## src/rtl/rf_wb_arbiter.sv

```systemverilog
// Register-file writeback arbiter: round-robin grant over NREQ requesters, registered write port,
// 31-entry pending-write scoreboard. Optional forwarding of the in-flight write under `WB_FWD_EN.
module rf_wb_arbiter #(
  parameter int NREQ = 3,
  parameter int DW   = 32
) (
  input  logic              clk,
  input  logic              clrn,
  input  logic [NREQ-1:0]   req_valid,
  input  logic [5*NREQ-1:0] req_wn,
  input  logic [DW*NREQ-1:0] req_d,
  output logic [NREQ-1:0]   req_ready,
  input  logic              iss_valid,
  input  logic [4:0]        iss_wn,
  output logic              iss_ready,
  input  logic [4:0]        rna,
  input  logic [4:0]        rnb,
  output logic              busy_a,
  output logic              busy_b,
  output logic [4:0]        wn,
  output logic [DW-1:0]     d,
  output logic              we,
  output logic              fwd_a_hit,
  output logic              fwd_b_hit,
  output logic [DW-1:0]     fwd_data
);

  localparam int PW = (NREQ > 1) ? $clog2(NREQ) : 1;

  logic [PW-1:0]   ptr;
  logic [PW-1:0]   gidx_p0;
  logic            found_p0;
  logic [4:0]      gwn_p0;
  logic [DW-1:0]   gd_p0;
  logic [31:0]     sb;
  logic [31:0]     sb_nxt;
  logic            iss_set;
  logic            raw_a;
  logic            raw_b;

  function automatic logic [PW-1:0] rr_idx(input logic [PW-1:0] p, input int k);
    int s;
    s = (int'(p) + k) % NREQ;
    return s[PW-1:0];
  endfunction

  // Stage p0: combinational round-robin scan starting just after the last winner
  always_comb begin
    gidx_p0  = '0;
    found_p0 = 1'b0;
    for (int k = 1; k <= NREQ; k++) begin
      if (!found_p0 && req_valid[rr_idx(ptr, k)]) begin
        found_p0 = 1'b1;
        gidx_p0  = rr_idx(ptr, k);
      end
    end
  end

  always_comb begin
    req_ready = '0;
    if (found_p0 && clrn) req_ready[gidx_p0] = 1'b1;
  end

  assign gwn_p0 = req_wn[int'(gidx_p0)*5 +: 5];
  assign gd_p0  = req_d[int'(gidx_p0)*DW +: DW];

  assign iss_ready = !((iss_wn != 5'd0) && sb[iss_wn]);
  assign iss_set   = iss_valid && iss_ready && (iss_wn != 5'd0);

  // A new producer issued on the same edge the old value lands keeps the bit set
  always_comb begin
    sb_nxt = sb;
    if (we && (wn != 5'd0)) sb_nxt[wn] = 1'b0;
    if (iss_set) sb_nxt[iss_wn] = 1'b1;
    sb_nxt[0] = 1'b0;
  end

  // Stage p1: registered write port, rr pointer and scoreboard
  always_ff @(posedge clk or negedge clrn) begin
    if (!clrn) begin
      ptr <= PW'(NREQ - 1);
      wn  <= '0;
      d   <= '0;
      we  <= 1'b0;
      sb  <= '0;
    end else begin
      we <= 1'b0;
      if (found_p0) begin
        ptr <= gidx_p0;
        wn  <= gwn_p0;
        d   <= gd_p0;
        we  <= (gwn_p0 != 5'd0);
      end
      sb <= sb_nxt;
    end
  end

  assign raw_a = (rna != 5'd0) && sb[rna];
  assign raw_b = (rnb != 5'd0) && sb[rnb];

`ifdef WB_FWD_EN
  assign fwd_a_hit = we && (wn != 5'd0) && (wn == rna);
  assign fwd_b_hit = we && (wn != 5'd0) && (wn == rnb);
  assign fwd_data  = d;
  assign busy_a    = raw_a && !fwd_a_hit;
  assign busy_b    = raw_b && !fwd_b_hit;
`else
  assign fwd_a_hit = 1'b0;
  assign fwd_b_hit = 1'b0;
  assign fwd_data  = '0;
  assign busy_a    = raw_a;
  assign busy_b    = raw_b;
`endif

endmodule

```

## config.mk

```make
export PLATFORM = sky130hd
export DESIGN_NAME = rf_wb_arbiter
export DESIGN_NICKNAME = d
export VERILOG_FILES = /design/src/rtl/rf_wb_arbiter.sv
export SDC_FILE = /design/constraint.sdc
export NUM_CORES = 1
export LEC_CHECK = 0
export BUFFER_PORTS_ARGS = -buffer_cell sky130_fd_sc_hd__buf_4
export CAP_MARGIN = 15
export CORE_UTILIZATION = 53
export CTS_CLUSTER_DIAMETER = 30
export DETAILED_ROUTE_END_ITERATION = 6
export GPL_ROUTABILITY_DRIVEN = 0
export HOLD_SLACK_MARGIN = 0.03
export PLACE_DENSITY_LB_ADDON = 0.1
export SLEW_MARGIN = 25
export SYNTH_ARGS = -nofsm -noshare
export SYNTH_HDL_FRONTEND = slang
export SYNTH_SLANG_ARGS = --single-unit
```

## constraint.sdc

```tcl
create_clock -name clk -period 4 [get_ports clk]
set_input_delay 0.2 -clock clk [delete_from_list [all_inputs] [get_ports clk]]
set_output_delay 0.2 -clock clk [all_outputs]
set_load 0.005 [all_outputs]
```

# Word level (Yosys, flattened, before mapping)
# Cells that the tools add are included.
# totals
regBits	71
# classes
add_sub_neg	3
n_mul	1
n_div	3
magnitude_cmp	11
shift	2
n_mux	28
bitwise	3
reduce_logical	20
# op_table
cell	count
remainder unit 32 x 3 -> 32 bit (second input constant)	3
variable part select 96 x 8 -> 32 bit	1
two-way mux 32 bit	2
bitwise AND 32 bit	1
NOT 32 bit	1
OR 32 bit	1
nonzero test 5 bit	5
< comparator 5 x 6 -> 1 bit (second input constant)	4
binary-select mux 1 bit (select 5 bit)	3
variable part select 15 x 6 -> 5 bit	1
two-way mux 1 bit	13
logical AND 1 bit	12
< comparator 2 x 3 -> 1 bit (second input constant)	4
demux 1 bit (select 5 bit)	2
greater-or-equal comparator 5 x 1 -> 1 bit (second input constant)	2
adder 2 x 2 -> 3 bit (second input constant)	2
binary-select mux 1 bit (select 2 bit)	3
two-way mux 2 bit	3
multiplier 2 x 3 -> 5 bit (second input constant)	1
adder 2 x 1 -> 3 bit (second input constant)	1
zero test 1 bit	3
two-way mux 3 bit	1
demux 1 bit (select 2 bit)	1
greater-or-equal comparator 2 x 1 -> 1 bit (second input constant)	1

# Logic depth before layout (Yosys ltp)
# Gate-level depths: netlist of the first run.
# depth
ltp_word	16
mapped_depth	11
ltp_nobuf	8

# Worst setup path before layout of the first run
# OpenSTA, ideal clock, no wires.
# synth_path
kind	reg2out
start	register ptr[1]
end	output port req_ready[2]
arrival_time_ns	2.380
required_ns	3.800
path_slack_ns	1.420
stages_incl_launch_ff	11
cell_sequence	dfstp_2 > inv_1 > ha_1 > buf_2 > mux2i_1 > o21ai_1 > o31ai_1 > nand2_1 > clkbuf_1 > clkbuf_1 > nor3b_1
# synth_between
elab_chain_len	16
elab_cells_between_ends	29
classes_between	3 x add/sub; 3 x div; 2 x order compare; 15 x mux; 6 x reduce/logical
# synth_rtl
element	line_no	source
start: declaration	30	logic [PW-1:0] ptr;
start signal: assignment	81	ptr <= PW'(NREQ - 1);
start signal: assignment	89	ptr <= gidx_p0;
adder 2 x 1 -> 3 bit	43	s = (int'(p) + k) % NREQ;
remainder unit 32 x 3 -> 32 bit	43	
binary-select mux 1 bit (select 2 bit)	52	if (!found_p0 && req_valid[rr_idx(ptr, k)]) begin
two-way mux 1 bit (implied by the code)	52	
two-way mux 1 bit	52	
zero test 1 bit	52	
logical AND 1 bit	52	
two-way mux 1 bit	52	
zero test 1 bit	52	
logical AND 1 bit	52	
two-way mux 2 bit	52	
< comparator 2 x 3 -> 1 bit (implied by the code) or greater-or-equal comparator 2 x 1 -> 1 bit (tied branches)	61	if (found_p0 && clrn) req_ready[gidx_p0] = 1'b1;
logical AND 1 bit (implied by the code)	61	
two-way mux 1 bit (implied by the code)	61	
demux 1 bit (select 2 bit)	61	
two-way mux 3 bit *	61	
end: declaration	12	output logic [NREQ-1:0] req_ready,
# Mark *: on every way between the ends. The rest lies on a longest branch, timed or not. The select of a mux whose other input is x is not followed.

# Worst setup path in the final report of the first run
# layout_path
start	register ptr[1]
end	output port req_ready[0]
# The elaborated chain is that of the path after synthesis.

==> results of run 1 <==
worst min-delay path by stage:
stage	from	depth (start not counted)	to
floorplan	clrn	0	d[0]$_DFFE_PN0N_
global placement	clrn	1	sb[1]$_DFF_PN0_
detailed placement	clrn	1	sb[1]$_DFF_PN0_
CTS	iss_valid	3	sb[4]$_DFF_PN0_
global route	iss_valid	3	sb[4]$_DFF_PN0_
finish	iss_valid	3	sb[4]$_DFF_PN0_
layout make-up:
cell class | count | area (um^2)
Fill cell | 732 | 2710
Tap cell | 129 | 161
Inverter | 7 | 26.3
Sequential cell | 71 | 1780
Clock buffer | 12 | 155
Timing Repair Buffer | 185 | 1390
Clock inverter | 4 | 76.3
Multi-Input combinational cell | 424 | 2980
metrics by stage:
step	setup slack [ns]	power (mW)
finish	0.626	5.34
global route	0.469	5.70
CTS	0.660	5.31
detailed placement	0.852	4.64
global placement	1.07	4.53
floorplan	1.42	3.54
Yosys cell counts, drive strengths merged, types with 5 or more instances:
cell / instances / area (um^2)
o211a: 35 / 350
clkbuf: 33 / 124
nand2: 55 / 206
o31ai: 35 / 263
mux2: 5 / 56.3
a21oi: 8 / 43.8
o21ai: 72 / 360
a211oi: 34 / 255
dfrtp: 70 / 1750
nor2: 43 / 161
nand3b: 15 / 113
nand2b: 8 / 50.1
buf: 47 / 325
inv: 7 / 26.3
mux4: 25 / 563
critical path, cell delays in order, from the launching register on:
cell and delay (ns):
dfstp_2 0.56, inv_1 0.06, ha_1 0.27, mux2i_1 0.25, o21ai_1 0.14, o31ai_1 0.29
buf_4 0.19, nand2_1 0.52, nand3b_1 0.33, nor2_1 0.06, buf_4 0.15
logic make-up (layout without fill, tap and decap cells):
| kind of cell | after synthesis | in the layout |
|---|---|---|
| simple gates | 153 | 153 |
| fa+ha+maj | 4 | 4 |
| other cells | 1 | 34 |
| flops | 71 | 71 |
| mux | 34 | 34 |
| compound gates | 199 | 199 |
| buf+inv | 87 | 208 |
layer usage:
layer  wire length, um  vias to the layer above  part of all wire [%]
met3              1220                       29                   8.0
met1              5940                     2409                    39
met4               274                        0                   1.8
li1                  -                     2289                     -
met5                 0                        -                     0
met2              7790                      257                    51
power by group through the flow:
stage | Clock (mW) | Combinational (mW) | Sequential (mW)
after floorplan | 0 | 2.18 | 1.35
after global placement | 0 | 3.10 | 1.44
after detailed placement | 0 | 3.18 | 1.46
after CTS | 0.679 | 3.18 | 1.45
after global routing | 0.707 | 3.49 | 1.50
final | 0.673 | 3.21 | 1.46
sequential cells by signal, summed over array words and instances, names as in the netlist:
signal / cells
ptr: 2
d: 32
wn: 5
we: 1
sb: 31
repair_timing:
| item | 4_1_cts | 5_1_grt |
|---|---|---|
| resized for setup | 0 | 0 |
| endpoints found under the hold margin | 26 | 0 |
| hold buffers | 1 | 0 |
| setup buffers | 0 | 0 |
==> metrics.md, run 1 <==
| Metric | Value |
|---|---|
| Most frequently used flop master after synthesis | dfrtp_1 |
| Detailed-placement wirelength estimate | between 10000 and 15000 um |
| Outcome | complete, no violations |
| Net count reported at finish | 834 |
| Slew at the pin closest to its max-slew limit | 0.921 ns |
| Pin count of the biggest net entering global routing | 74 |
| Busiest metal layer after global routing | met2 |
| Placed instance area | 0.00633 mm^2 |
| Syn_area_per_cell | 9.28 um^2 |
| Post-synthesis instance area | around 0.005 mm^2 |
| Type of the worst setup path | register to primary output |
| Combinational group share of total power | 60.1% |
| Critical path arrival | 3.17 ns |
| Overall overflow remaining after global route | 0 |
| Sequential element share of the synthesized area | 34.9% |
| Clock skew after layout | 0.0160 ns |
| Internal power of the cells | a little under 3 mW |
| Depth of the most critical reg-to-reg path | 10 |
| Type of the tightest min-delay check | primary input to register |
| Clock-pin slew reported for the worst setup and hold paths after clock tree synthesis | roughly 0.08 ns |
| Vertical extent of the die | between 100 and 150 um |
| Grt met1 use | between 30% and 40% |
| Clock root buffer master | clkbuf_8 |
| R2R Path End | d[26]$_DFFE_PN0N_ |
| Count of placed standard cells in the final layout, fillers left out | 832 |
| Detailed-routing iteration count for the pre-antenna-repair pass | 5 |
| Most frequent cells in the layout | buf_4 (184), dfrtp_1 (70), o21ai_0 (69) |
| Number of design-rule violations left by the first detailed-router iteration | 283 |
| Avg WL per Cell | around 18 um |
| Setup slack, reg-to-reg | 0.81 ns |
| Combined global-route utilization of all metal layers | about 31% |
| Total CTS buffers | 9 |
| Sink count of the clock tree | 71 |
| Synth Area in XOR/XNOR | 0% |
| Remaining number of nets flagged by the antenna check after routing | 0 |
| Count of yosys warnings during synthesis | 0 |
| Number of DRC violations after detailed routing | 0 |
| Net switching power | 2.37 mW |
| Post-Route Setup TNS | 0 ns |
| Max Freq | 296 MHz |
| Port Buf Inserts | 175 |
| Adder-cell area share of the yosys netlist | less than 1% |
| Post-Layout Inst Area | 0.00657 mm^2 |
| RSZ-0062 raised after global routing | no |
| Total of endpoints with negative setup slack in the final report | 0 |
| X dimension of the die | 100 um |
| Total routed wirelength | 15200 um |
| Fraction of power spent switching nets | roughly 44% |
| Clk pwr share | around 13% |
| P per Cell Area | 812 mW/mm^2 |
| Data required time at the worst endpoint | 3.80 ns |
| Worst setup endpoint | req_ready[0] |
| Startpoint of the most critical setup path | ptr[1]$_DFFE_PN1N_ |
| Cells after synthesis | ~550 |
| Leakage power summed over all cells | around 3 nW |
| # IOs | 210 |
| Routing usage on met3 | ~5.7% |
| Share of the synthesized area in compound gates (AO/OA/AOI/OAI) | roughly 27% |
| Relative area change from synthesis to final layout | 28.9% |
| Fraction of synthesized area in multiplexers | 12.9% |
| Largest vdd supply drop | between 500 and 600 uV |
| Via count of the first global-routing pass | 4868 |
| Routed vias | roughly 5000 |
| Maximum root-to-sink buffer count | 2 |
| Sequential fraction of design power | 27.3% |
| Worst hold-check slack | ~0.11 ns |
| Average vias per placed instance | ~6 |
| Worst-path fanout max | 24 |
| Period utilisation layout | 84.4% |
| Core region area | roughly 0.0093 mm^2 |
| Final Slew Violations | 0 |
| Core Util, Final | between 70% and 80% |
| Reg-to-Reg Start | ptr[1]$_DFFE_PN1N_ |
| Cell variety after synth | 42 |
| EDFF count, synth | 0 |
| Number of storage elements in the synthesis netlist | 71 |
| Count of H-tree levels built during CTS | 3 |
| Met2 Usage GRT | approximately 54% |
| Kind of end point of the critical path | primary output |
| First-pass GRT wire length | between 20000 and 25000 um |
| Count of maximum capacitance violations | 0 |
| CTS tree | yes |
| Share of post-route cells with drive strength above 1 | between 30% and 40% |
| Largest family of logic cells by synthesized area | compound AO/OA/AOI/OAI gates |
| Worst-skew pair later-pin latency | roughly 0.35 ns |
| Std cell rows | 35 |
| Proportion of register bits with asynchronous set or reset after synthesis | 100% |
| Most common cell after layout, fill and taps aside | buf_4 |
| Die Footprint | 0.0100 mm^2 |
| Number of hold-slack violations in the final timing report | 0 |
| Number of antenna violations at the first check in global routing | 0 |
| Basic-gate share of the synthesized area counting and, or, nand and nor cells | between 10 and 15% |
| Post-route minimum period | 3.37 ns |
| Post-Place Cells | 815 |
| Kind of start point of the critical path | register |
| Count of inserted antenna diode cells | 0 |
| Effective utilization at floorplan | a little over half |
| Tightest slew margin relative to the limit | 38.6% |
Note: power is estimated with default switching activity, not from simulation.
==> inputs of run 2 (changes only) <==
--- a/config.mk
+++ b/config.mk
@@ -7,7 +7,7 @@
 export LEC_CHECK = 0
 export BUFFER_PORTS_ARGS = -buffer_cell sky130_fd_sc_hd__buf_4
 export CAP_MARGIN = 15
-export CORE_UTILIZATION = 53
+export CORE_UTILIZATION = 45
 export CTS_CLUSTER_DIAMETER = 30
 export DETAILED_ROUTE_END_ITERATION = 6
 export GPL_ROUTABILITY_DRIVEN = 0
==> constraint.sdc (replaced) <==
create_clock -name clk -period 2.9 [get_ports clk]
set_input_delay 0.145 -clock clk [delete_from_list [all_inputs] [get_ports clk]]
set_output_delay 0.145 -clock clk [all_outputs]
set_load 0.005 [all_outputs]
==> run 2 against run 1 <==
Against the previous run: final cell count grew 1.9%; sequential share of layout area decreased by 0.67 points; sequential power is 38% higher; die area increased by 17%; combinational power grew 43%; largest power group unchanged; worst setup slack got worse by 0.46 ns; sequential cell count did not move; critical path depth unchanged; cell area increased by 2.6%; worst hold slack lost 0.057 ns; clock power grew 66%.
==> metrics.md, run 2 (synthesis gave the netlist of run 1 again) <==
| Metric | Value |
|---|---|
| Kind of end point of the critical path | primary output |
| Worst-path fanout max | 38 |
| Count of inserted antenna diode cells | 0 |
| Detailed-routing iteration count for the pre-antenna-repair pass | 5 |
| # IOs | 210 |
| Relative area change from synthesis to final layout | 32.2% |
| X dimension of the die | 108 um |
| Kind of start point of the critical path | register |
| CP cell instances | inv_1 -> ha_2 -> mux2i_2 -> o21ai_1 -> o31ai_1 -> buf_4 -> nand2_1 -> buf_12 -> nor3b_1 -> buf_4 |
| Post-Route Setup TNS | 0 ns |
| Largest registers | d: 32 flops, sb: 31 flops, wn: 5 flops |
| Effective utilization at floorplan | 46.6% |
| CTS tree | yes |
| Total routed wirelength | around 16000 um |
| Data required time at the worst endpoint | approximately 2.8 ns |
| Clock skew after layout | 0.00741 ns |
| Most frequent cells in the layout | buf_4 (185), dfrtp_1 (70), o21ai_0 (69) |
| P per Cell Area | roughly 1100 mW/mm^2 |
| Outcome | complete, no violations |
| Sink count of the clock tree | between 70 and 80 |
| Clock root buffer master | clkbuf_16 |
| Via count of the first global-routing pass | 4795 |
| Number of hold-slack violations in the final timing report | 0 |
| Total of endpoints with negative setup slack in the final report | 0 |
| Vertical extent of the die | 108 um |
| Detailed-placement wirelength estimate | 11200 um |
| Average vias per placed instance | slightly below 6 |
| Worst-skew pair later-pin latency | 0.33 ns |
| Max reg flops | 32 |
| Post-route minimum period | 2.74 ns |
| Critical path arrival | 2.59 ns |
| Routed vias | 4940 |
| CP delay by family, top | buffers and inverters |
| Core Util, Final | 61.6% |
| Number of DRC violations after detailed routing | 0 |
| Register bank with the most flops | d |
| Final Slew Violations | 0 |
| Type of the tightest min-delay check | primary input to register |
| Net count reported at finish | 839 |
| Port Buf Inserts | around 180 |
| Number of design-rule violations left by the first detailed-router iteration | 267 |
| Maximum root-to-sink buffer count | 2 |
| RSZ-0062 raised after global routing | no |
| Core region area | between 0.01 and 0.015 mm^2 |
| Tightest slew margin relative to the limit | 41.7% |
| Count of maximum capacitance violations | 0 |
| Leakage power summed over all cells | about 3.1 nW |
| Type of the worst setup path | register to primary output |
| Clock-pin slew reported for the worst setup and hold paths after clock tree synthesis | 0.06 ns |
| Share of post-route cells with drive strength above 1 | 34.7% |
| Period utilisation layout | between 90% and 100% |
| Worst hold-check slack | a little over 0.05 ns |
| Remaining number of nets flagged by the antenna check after routing | 0 |
| Flip-flop and latch area | about 0.0018 mm^2 |
| First-pass GRT wire length | 24500 um |
| Number of buffers and inverters on the critical path | 4 |
| Total CTS buffers | 9 |
| Combined global-route utilization of all metal layers | 27.0% |
| Number of antenna violations at the first check in global routing | 0 |
| Largest vdd supply drop | between 500 and 600 uV |
| Avg WL per Cell | 18.3 um |
| Critical path's largest stage delay | 0.56 ns |
| Filler cell count in the final layout | 980 |
| Max Freq | 365 MHz |
| Cell type with the highest occurrence count on the critical path | buf_4 |
| Die Footprint | 0.0118 mm^2 |
| Count of placed standard cells in the final layout, fillers left out | 848 |
| Post-Place Cells | between 800 and 900 |
| Slew at the pin closest to its max-slew limit | 0.875 ns |
| Area occupied by multi-input gates | 0.00298 mm^2 |
| Std cell rows | 38 |
| Pin count of the biggest net entering global routing | 68 |
| Most common cell after layout, fill and taps aside | buf_4 |
| Critical path's slowest cell | dfstp_2 |
| Total power | 7.72 mW |
| Count of H-tree levels built during CTS | 3 |
| Overall overflow remaining after global route | 0 |
## run 2: changes by cell type in the layout (fill, tap and decap cells not counted), moves of 3 or more
cell       before  now
clkbuf_8       11    1
buf_12          0    4
clkbuf_16       0    9
clkinv_2        0    3
## run 2: repair_timing
action,4_1_cts,5_1_grt
endpoints found under the setup margin,0,3
buffers inserted,0,0
endpoints found under the hold margin,4,0
hold buffers,1,0
gates resized for setup,0,2
## run 2: worst register-to-register path, stage by stage, from the launching register on
cell and delay, ns:
dfrtp_1 0.39, inv_1 0.09, ha_1 0.44, nand2b_1 0.18, o21ai_0 0.12, a21oi_1 0.44, a21oi_1 0.14, o41ai_1 0.50
a41oi_1 0.17
## run 2: layout make-up
class	count	area share, %
multi-input cells	424	44.2
clock inverters	6	0.891
repair buffers	190	21.9
clock buffers	10	3.55
inverters	7	0.390
flip-flops and latches	71	26.4
well taps	140	2.60
## run 2: metal layers
| metal | up-vias | wire, um | global-route usage (%) |
|---|---|---|---|
| met4 | 0 | 182 | 6.66 |
| li1 | 2304 | - | - |
| met2 | 220 | 7950 | 46.1 |
| met5 | - | 0 | 0 |
| met3 | 19 | 1170 | 6.33 |
| met1 | 2397 | 6200 | 34.5 |
## run 2: stage by stage
| stage | setup WS (ns) | area [um^2] |
|---|---|---|
| floorplan | 0.375 | 5220 |
| global placement | 0.447 | 6420 |
| detailed placement | 0.237 | 6420 |
| CTS | 0.0430 | 6730 |
| global route | 0.0622 | 6740 |
| finish | 0.163 | 6740 |
## run 2: power breakdown
part           internal [mW]  switching (mW)
registers               1.55           0.460
clock network          0.685           0.434
logic                   2.17            2.41
total                   4.41            3.31
## run 2: path summary, 6_finish.rpt
check                              startpoint                 to  slack, ns  depth (start not counted)
setup reg to reg           ptr[0]$_DFFE_PN0N_       we$_DFF_PN0_       0.27                          8
hold / removal                      iss_valid    sb[4]$_DFF_PN0_       0.05                          3
max in group asynchronous                clrn   d[4]$_DFFE_PN0N_       1.64                          3
hold reg to reg              d[0]$_DFFE_PN0N_   d[0]$_DFFE_PN0N_       0.48                          2
setup / recovery           ptr[1]$_DFFE_PN1N_       req_ready[2]       0.16                         10
min in group asynchronous                clrn  d[25]$_DFFE_PN0N_       0.18                          2
==> inputs of run 3 (changes only) <==
--- a/config.mk
+++ b/config.mk
@@ -7,6 +7,7 @@
 export LEC_CHECK = 0
 export BUFFER_PORTS_ARGS = -buffer_cell sky130_fd_sc_hd__buf_4
 export CAP_MARGIN = 15
+export CORE_MARGIN = 3
 export CORE_UTILIZATION = 45
 export CTS_CLUSTER_DIAMETER = 30
 export DETAILED_ROUTE_END_ITERATION = 6
==> run 3 against run 2 <==
Against the previous run: sequential share of layout area increased by 0.054 points; highest routed layer unchanged; fmax hardly changed; largest cell class unchanged; core utilization fell by 0.13 points; critical path type unchanged; die area increased by 7.5%; global-route usage is 1.7 points lower; sequential power is essentially flat; clock skew hardly changed.
==> metrics.md, run 3 (synthesis gave the netlist of run 1 again) <==
| Metric | Value |
|---|---|
| Fin worst setup slack | roughly 0.16 ns |
| Via count of the first global-routing pass | about 5000 |
| Outcome | complete, no violations |
| Average vias per placed instance | roughly 5.8 |
| Post-Layout Inst Area | slightly below 0.007 mm^2 |
| Period utilisation layout | 94.3% |
| Number of hold-slack violations in the final timing report | 0 |
| Number of antenna violations at the first check in global routing | 0 |
| Clock root buffer master | clkbuf_16 |
| Leakage power summed over all cells | 3.15 nW |
| Std cell rows | 38 |
| Slew at the pin closest to its max-slew limit | about 0.55 ns |
| Kind of end point of the critical path | primary output |
| Total CTS buffers | 9 |
| RSZ-0062 raised after global routing | yes |
| Port Buf Inserts | approximately 180 |
| CP cell instances | inv_1 -> ha_1 -> mux2i_1 -> mux2i_1 -> a21oi_2 -> o21ai_2 -> buf_8 -> nor2b_1 -> buf_4 |
| Cell type with the highest occurrence count on the critical path | mux2i_1 |
| Overall overflow remaining after global route | 0 |
| Kind of start point of the critical path | register |
| Worst-skew pair later-pin latency | 0.33 ns |
| Largest registers | d: 32 flops, sb: 31 flops, wn: 5 flops |
| Count of H-tree levels built during CTS | 3 |
| Share of post-route cells with drive strength above 1 | between 30% and 40% |
| Net count reported at finish | about 840 |
| Combined global-route utilization of all metal layers | 25.2% |
| Pin count of the biggest net entering global routing | 44 |
| X dimension of the die | around 110 um |
| Detailed-placement wirelength estimate | 11700 um |
| Max Freq | 365 MHz |
| Type of the tightest min-delay check | primary input to register |
| # IOs | 210 |
| Type of the worst setup path | register to primary output |
| Vertical extent of the die | approximately 110 um |
| Detailed-routing iteration count for the pre-antenna-repair pass | 6 |
| Most common cell after layout, fill and taps aside | buf_4 |
| Tightest slew margin relative to the limit | 63.3% |
| Critical path arrival | 2.59 ns |
| Count of inserted antenna diode cells | 0 |
| P per Cell Area | 1140 mW/mm^2 |
| Total power | between 7 and 8 mW |
| Placed instance area | 0.00642 mm^2 |
| Total of endpoints with negative setup slack in the final report | 0 |
| Worst hold-check slack | ~0.071 ns |
| Post-Place Cells | 835 |
| First-pass GRT wire length | 25700 um |
| Critical path's largest stage delay | 0.55 ns |
| Clock skew after layout | 0.00780 ns |
| CTS tree | yes |
| Count of maximum capacitance violations | 0 |
| Core region area | between 0.01 and 0.015 mm^2 |
| Data required time at the worst endpoint | 2.76 ns |
| Worst setup slack before clock tree synthesis | 0.225 ns |
| Final Slew Violations | 0 |
| Largest vdd supply drop | approximately 610 uV |
| Most frequent cells in the layout | buf_4 (190), dfrtp_1 (70), o21ai_0 (69) |
| Number of design-rule violations left by the first detailed-router iteration | between 400 and 500 |
| Sink count of the clock tree | 71 |
| Max reg flops | 32 |
| Number of DRC violations after detailed routing | 0 |
| Post-Route Setup TNS | 0 ns |
| Total routed wirelength | between 15000 and 20000 um |
| Routed vias | 4937 |
| Count of placed standard cells in the final layout, fillers left out | roughly 850 |
| Core Util, Final | 61.5% |
| Register bank with the most flops | d |
| Clock-pin slew reported for the worst setup and hold paths after clock tree synthesis | 0.05 ns |
| Filler cell count in the final layout | 951 |
| Maximum root-to-sink buffer count | 2 |
| Critical path's slowest cell | dfstp_2 |
| Avg WL per Cell | 18.8 um |
| Worst-path fanout max | 21 |
| Relative area change from synthesis to final layout | 32.0% |
| Remaining number of nets flagged by the antenna check after routing | 0 |
| Die Footprint | 0.0126 mm^2 |
| Post-route minimum period | 2.74 ns |
| Effective utilization at floorplan | 46.6% |
==> run 3: final timing paths <==
kind	startpoint	endpoint	slack (ns)	cells past startpoint
worst max-delay path	ptr[1]$_DFFE_PN1N_	req_ready[1]	0.16	9
min in group asynchronous	clrn	sb[1]$_DFF_PN0_	0.29	2
worst min register to register	d[5]$_DFFE_PN0N_	d[5]$_DFFE_PN0N_	0.48	2
worst min-delay path	iss_valid	sb[4]$_DFF_PN0_	0.07	3
max in group asynchronous	clrn	ptr[1]$_DFFE_PN1N_	1.69	3
worst max register to register	ptr[1]$_DFFE_PN1N_	we$_DFF_PN0_	0.26	8
==> run 3: power breakdown <==
group / switching [mW] / internal, mW
registers: 0.477 / 1.55
logic: 2.43 / 2.17
clock network: 0.407 / 0.623
total: 3.31 / 4.35
==> run 3: final cells by class <==
| type | instances | area [um^2] | share of cell area [%] |
|---|---|---|---|
| clock buffer | 13 | 260 | 3.87 |
| sequential | 71 | 1780 | 26.4 |
| inverter | 7 | 26.3 | 0.391 |
| tap | 140 | 175 | 2.60 |
| timing repair buffer | 194 | 1480 | 22.0 |
| clock inverter | 3 | 17.5 | 0.260 |
| multi-input combinational | 424 | 2990 | 44.4 |
==> run 3: timing repair <==
| action | CTS | global route |
|---|---|---|
| gates resized for setup | 1 | 5 |
| hold buffers | 1 | 0 |
| endpoints found under the setup margin | 1 | 28 |
| buffers inserted | 0 | 0 |
| endpoints found under the hold margin | 28 | 0 |
==> run 3: routing by layer <==
metal | part of all wire, % | track usage (%) | vias to the layer above
li1 | - | - | 2306
met1 | 40 | 32.2 | 2402
met2 | 51 | 42.2 | 211
met3 | 7.8 | 6.47 | 18
met4 | 1.4 | 8.41 | 0
met5 | 0 | 0 | -
==> run 3: worst max-delay path: cells and delay by family (launching register included) <==
family,cells,cell delay (ns)
muxes,2,0.52
DFF,1,0.55
AOI/OAI and AO/OA,2,0.38
buffers and inverters,3,0.38
and+or+nand+nor,1,0.15
adders and majority gates,1,0.27
